### src/rtl/soc_sysid_uptime_if.sv
// soc_sysid_uptime_if: word-addressed read/write bus between an interconnect master and soc_sysid_uptime
//   address/read/write/writedata : master -> slave request, one-cycle strobes
//   readdata/readdatavalid       : slave -> master response, one cycle after read
interface soc_sysid_uptime_if #(parameter int ADDR_W = 3);
  logic [ADDR_W-1:0] address;
  logic read, write;
  logic [31:0] writedata, readdata;
  logic readdatavalid;
  modport master(output address, read, write, writedata, input readdata, readdatavalid);
  modport slave(input address, read, write, writedata, output readdata, readdatavalid);
endinterface

### src/rtl/soc_sysid_uptime.sv
// soc_sysid_uptime: system ID / build timestamp slave with scratch register and optional 64-bit uptime counter
//   clock, reset_n : single clock, asynchronous active-low reset
//   bus (slave)    : address/read/write/writedata in, readdata/readdatavalid out (read latency 1)
//   Macro SYSID_UPTIME_EN builds uptime, prescaler, hi_shadow, CONTROL and STATUS; otherwise those words read 0.
module soc_sysid_uptime #(
  parameter logic [31:0] ID = 32'h0000_0000,
  parameter logic [31:0] TIMESTAMP = 32'h0000_0000,
  parameter int ADDR_W = 3,
  parameter int PRESCALE = 1
) (
  input logic clock,
  input logic reset_n,
  soc_sysid_uptime_if.slave bus
);
  if (ADDR_W < 3 || ADDR_W > 8 || PRESCALE < 1 || PRESCALE > 65535) begin : g_bad_cfg
    $error("soc_sysid_uptime: parameter out of range");
  end
  logic rd;
  logic [31:0] scratch, rdata, up_lo, up_hi, ctrl, stat;
  // a write wins over a simultaneous read; the read is dropped
  assign rd = bus.read && !bus.write;
`ifdef SYSID_UPTIME_EN
  localparam int PW = PRESCALE > 1 ? $clog2(PRESCALE) : 1;
  logic [63:0] uptime;
  logic [31:0] hi_shadow;
  logic [PW-1:0] pre;
  logic en, ovf, tick, wrap, clr, wr_ctrl, w1c_ovf;
  assign tick = en && pre == PW'(PRESCALE - 1);
  assign wrap = tick && &uptime;
  assign wr_ctrl = bus.write && bus.address == ADDR_W'(5);
  assign clr = wr_ctrl && bus.writedata[1];
  assign w1c_ovf = bus.write && bus.address == ADDR_W'(6) && bus.writedata[0];
  always_ff @(posedge clock or negedge reset_n)
    if (!reset_n) begin
      uptime <= '0;
      pre <= '0;
      hi_shadow <= '0;
      en <= 1'b1;
      ovf <= 1'b0;
    end else begin
      pre <= clr || tick ? '0 : en ? pre + 1'b1 : pre;
      uptime <= clr ? '0 : tick ? uptime + 64'd1 : uptime;
      // LO read latches the pre-increment high word so LO-then-HI is one coherent sample
      hi_shadow <= clr ? '0 : rd && bus.address == ADDR_W'(2) ? uptime[63:32] : hi_shadow;
      en <= wr_ctrl ? bus.writedata[0] : en;
      // a wrap beats a simultaneous write-1-clear
      ovf <= wrap || (ovf && !w1c_ovf);
    end
  assign up_lo = uptime[31:0];
  assign up_hi = hi_shadow;
  assign ctrl = {31'b0, en};
  assign stat = {31'b0, ovf};
`else
  assign up_lo = '0;
  assign up_hi = '0;
  assign ctrl = '0;
  assign stat = '0;
`endif
  always_comb begin
    rdata = '0;
    case (bus.address)
      ADDR_W'(0): rdata = ID;
      ADDR_W'(1): rdata = TIMESTAMP;
      ADDR_W'(2): rdata = up_lo;
      ADDR_W'(3): rdata = up_hi;
      ADDR_W'(4): rdata = scratch;
      ADDR_W'(5): rdata = ctrl;
      ADDR_W'(6): rdata = stat;
      default: rdata = '0;
    endcase
  end
  always_ff @(posedge clock or negedge reset_n)
    if (!reset_n) begin
      bus.readdata <= '0;
      bus.readdatavalid <= 1'b0;
      scratch <= '0;
    end else begin
      bus.readdatavalid <= rd;
      bus.readdata <= rd ? rdata : bus.readdata;
      scratch <= bus.write && bus.address == ADDR_W'(4) ? bus.writedata : scratch;
    end
endmodule

### src/flat_wrapper.sv
// flat-port wrapper written by rule: the top's interface ports become plain ports
module soc_sysid_uptime_flat 
#(
  parameter logic [31:0] ID = 32'h0000_0000,
  parameter logic [31:0] TIMESTAMP = 32'h0000_0000,
  parameter int ADDR_W = 3,
  parameter int PRESCALE = 1
)
  (clock, reset_n, bus_address, bus_read, bus_write, bus_writedata, bus_readdata, bus_readdatavalid);
  soc_sysid_uptime_if #(.ADDR_W(ADDR_W)) bus_i ();
  input logic clock;
  input logic reset_n;
  input wire logic [$bits(bus_i.address)-1:0] bus_address;
  input wire logic [$bits(bus_i.read)-1:0] bus_read;
  input wire logic [$bits(bus_i.write)-1:0] bus_write;
  input wire logic [$bits(bus_i.writedata)-1:0] bus_writedata;
  output wire logic [$bits(bus_i.readdata)-1:0] bus_readdata;
  output wire logic [$bits(bus_i.readdatavalid)-1:0] bus_readdatavalid;
  assign bus_i.address = bus_address;
  assign bus_i.read = bus_read;
  assign bus_i.write = bus_write;
  assign bus_i.writedata = bus_writedata;
  assign bus_readdata = bus_i.readdata;
  assign bus_readdatavalid = bus_i.readdatavalid;
  soc_sysid_uptime #(.ID(ID), .TIMESTAMP(TIMESTAMP), .ADDR_W(ADDR_W), .PRESCALE(PRESCALE)) u_core (.clock(clock), .reset_n(reset_n), .bus(bus_i));
endmodule
### config.mk
export PLATFORM = sky130hd
export DESIGN_NAME = soc_sysid_uptime_flat
export DESIGN_NICKNAME = d
export VERILOG_FILES = /design/src/rtl/soc_sysid_uptime_if.sv /design/src/rtl/soc_sysid_uptime.sv /design/src/flat_wrapper.sv
export SDC_FILE = /design/constraint.sdc
export NUM_CORES = 1
export LEC_CHECK = 0
export CORE_ASPECT_RATIO = 1.25
export CORE_MARGIN = 4
export CORE_UTILIZATION = 35
export DETAILED_ROUTE_END_ITERATION = 12
export HOLD_SLACK_MARGIN = 0.08
export MAX_ROUTING_LAYER = met4
export PLACE_DENSITY_LB_ADDON = 0.05
export SLEW_MARGIN = 20
export SYNTH_ARGS = -nofsm -noshare
export SYNTH_HDL_FRONTEND = slang
export SYNTH_SLANG_ARGS = --single-unit
### constraint.sdc
create_clock -name clock -period 0.9 [get_ports clock]
set_clock_uncertainty 0.05 [all_clocks]
set_input_delay 0.18 -clock clock [delete_from_list [all_inputs] [get_ports clock]]
set_output_delay 0.18 -clock clock [all_outputs]
set_load 0.02 [all_outputs]
==> results.txt <==
The flow ran to the end, but the final reports show violations. The final reports fail on setup timing. The horizontal die dimension is 88.6 um. The die area is 9650 um2, and the share of the clock period used by the worst path after layout is 125%. Leaving out fill and tap cells, the most frequent cells in the layout are 65 x dfrtp_1, 40 x buf_6, 33 x buf_4. After synthesis the netlist holds a flip-flop and latch count of 65. The number of antenna diodes in the final layout is 0. In this run the remaining antenna-violating nets after routing total 0. For the row count, the log shows 36. Subtracting the final worst setup slack from the clock period gives 1.12 ns. Synthesized area divided by synthesized cell count: 15.5 um2. In this run, the clock network consumes 29.3% of the power.

Sorting the synthesized cells by area gives the leading types as dfrtp_1 57%, mux2_4 16%, o2bb2ai_1 8.6%. The maximum single-stage delay on the critical path is 0.41 ns, and the number of buffers and inverters on the critical path is 1. Synthesis produced a netlist with a net count of 223.

The run gives -0.222 ns as the post-route worst setup slack. The logs give 369 for the number of cells after detailed placement and 892 MHz for the top achievable clock speed. The run gives 0 as the initial antenna violation count. The sequential group share of total power is 47.2%. The fraction of final layout cells sized beyond drive strength 1 was 56.8%; the clock latency at the later pin of the worst-skew pair was 0.33 ns. The worst setup path is captured at a primary output. Synthesis produced 184 cells.

The internal power consumption came out at 5.61 mW. The via-per-instance ratio came out at 4.99. Number of vias in the routed layout: 2009. STA classifies the critical path startpoint as a register. The tools report the final-report max-slew violation count as 0.

Setup repair after global routing could not meet its margin everywhere. Once layout is complete, the utilization of the core stands at 59.7%. The run gives 0 as the number of violations of the max-capacitance limit.

The logs give 2244 for the number of global-route vias before repair and 0.675 for the routability-driven placement congestion ratio. The endpoint of the most critical register-to-register path was u_core.bus.readdata[2]. Class of the worst hold path: in -> async. STA puts the critical path data required time at 0.67 ns. The signal on the critical path passes through buf_6.

The first global-routing pass estimated 12100 um of wire. In the final routed layout, each cell accounts on average for 19.5 um. For this design the total switching power over the nets is 1.98 mW. Buffer cell driving the clock tree root: clkbuf_8. In this run switching power makes up 26.1% of total power.

Leaving out fill and tap cells, the most frequent cell in the layout is dfrtp_1. The maximum fanout count along the critical path was 2. For this block, the routed nets add up to 7860 um of wire. The tools report the maximum VDD drop as 0.837 mV. The setup slack on the worst flop-to-flop path came out at -0.01 ns.

The run gives 4 as the total iterations of the first detailed-routing run. Among all stages on the critical path, the largest delay is contributed by dfrtp_1. Of all cell types, the one taking the most synthesized area is dfrtp_1.

The launch point of the worst reg-to-reg path is u_core.bus.readdata[2]. After global routing the overflow that remains totals 0. Clock tree synthesis inserted a total of 9 buffers. The tools report the initial cell density of the core as 36.1%. The cell type group with the largest total delay on the critical path was flip-flops. The share of the Yosys chip area taken by registers is 57.2%.

Leaving out filler cells and counting taps, the final layout contains 403. The top-level port count was 72. The tools report the part of the total power dissipated in combinational logic as 23.4%.

Entering global routing, the biggest net connects 39 pins. For this run, design rule violations remaining after detail routing come to 0. After legalization and detailed placement, the total HPWL measured 4220 um. The number of different library cells used by synthesis comes to 15. Type of the setup path with the least slack: reg -> out. In this run the vertical extent of the chip is 109 um.

For this design the ratio of total power to cell area is 1620 nW/um2. In this run the biggest area consumer among cell types represents 57.2% of the synthesized area. In this run, the number of DRC markers left after iteration 0 of detailed routing was 71. For the pin with the worst max-slew slack, the measured transition is 0.225 ns. For the area of the mapped netlist, the log shows 2850 um2.

The count of final setup violators is 97, and the maximum number of buffers from clock root to sink is 2. The critical path data arrival time was 0.89 ns; the core outline area was 7880 um2. The count of H-tree levels built during CTS is 3, and the post-layout net count is 342. Count of cells along the worst register-to-register path: 3. Buffers placed on the I/O ports in this run total 71.

TritonCTS built the clock tree. For the total count of hold-check failures in the final report, the log shows 0. In this run the static leakage power is 2.08 nW. Global routing consumed, over all layers together, 17.5% of the routing resources. The run gives 85.0% as the relative slew slack. The setup TNS is -12.66 ns, and the clock-pin slew of the registers on the worst-case setup and hold paths is 0.07 ns. For this design, the sink count on the clock tree is 65.

For this run, the number of Yosys warnings is 0. The area growth from synthesis to layout is 65.3%. At the placement stage, the worst setup path has a slack of -0.781 ns.
==> cell type report <==
| type | instances | area, um2 |
|---|---|---|
| clock buffers | 13 | 159 |
| multi-input cells | 99 | 1330 |
| clock inverters | 3 | 15.0 |
| inverters | 1 | 3.75 |
| well taps | 95 | 119 |
| flip-flops and latches | 65 | 1630 |
| fillers | 630 | 3180 |
| repair buffers | 127 | 1450 |
==> Yosys cell counts <==
cell type / count
mux2_4: 30
nand3b_1: 32
dfrtp_1: 65
buf_12: 3
buf_2: 6
or3b_1: 1
mux2_2: 2
nand2b_2: 1
buf_6: 5
clkbuf_2: 1
o2bb2ai_1: 28
clkbuf_1: 4
inv_1: 1
o2bb2ai_2: 4
and4bb_1: 1
==> flip-flops by register name, summed over array words and instances (netlist names) <==
name / cells
u_core.scratch: 32
u_core.bus.readdata: 32
u_core.bus.readdatavalid: 1
==> logic make-up after synthesis <==
group / Yosys count / share of synthesized area, %
compound gates: 32 / 10.7
buf+inv: 20 / 5.98
flops: 65 / 57.2
mux: 32 / 16.6
simple gates: 35 / 9.50
==> stage by stage <==
step | hold WS [ns] | instance area, um2 | power (mW)
6_report | 0.309 | 4700 | 7.60
5_1_grt | 0.311 | 4700 | 7.96
4_1_cts | 0.305 | 4530 | 7.59
3_5_place_dp | 0.137 | 4060 | 5.19
3_3_place_gp | 0.139 | 4060 | 5.18
2_1_floorplan | -0.166 | 3040 | 4.49
==> how the worst max path moves through the flow <==
stage	start	endpoint	depth (start not counted)
5_1_grt	u_core.bus.readdata[31]	bus_readdata[31]	1
4_1_cts	u_core.bus.readdata[21]	bus_readdata[21]	1
3_5_place_dp	bus_address[0]	u_core.scratch[9]	4
6_report	u_core.bus.readdata[21]	bus_readdata[21]	1
3_3_place_gp	bus_write	u_core.bus.readdata[28]	5
2_1_floorplan	bus_address[0]	u_core.scratch[0]	4
==> power groups by stage <==
stage | logic [mW] | registers [mW] | clock network (mW)
2_1_floorplan | 0.816 | 3.67 | 0
3_3_place_gp | 1.57 | 3.61 | 0
3_5_place_dp | 1.58 | 3.61 | 0
4_1_cts | 1.71 | 3.58 | 2.29
5_1_grt | 1.89 | 3.63 | 2.45
6_report | 1.78 | 3.59 | 2.23
==> what timing repair did <==
| action | CTS | global route |
|---|---|---|
| resized for setup | 228 | 11 |
| setup buffers | 9 | 6 |
| hold endpoints to repair | 65 | 0 |
| endpoints found under the setup margin | 98 | 87 |
| cloned | 6 | 2 |
| pin swaps | 1 | 3 |
| hold buffers | 1 | 0 |
==> per-layer routing <==
metal	wire (um)	track usage, %	share of wire, %	vias to the layer above
li1	-	-	-	920
met3	316	3.17	4.0	13
met1	3700	23.7	47	1014
met2	3660	25.5	47	62
met5	0	-	0	-
met4	174	7.67	2.2	0
No activity file was read; power rests on OpenSTA's default activity.
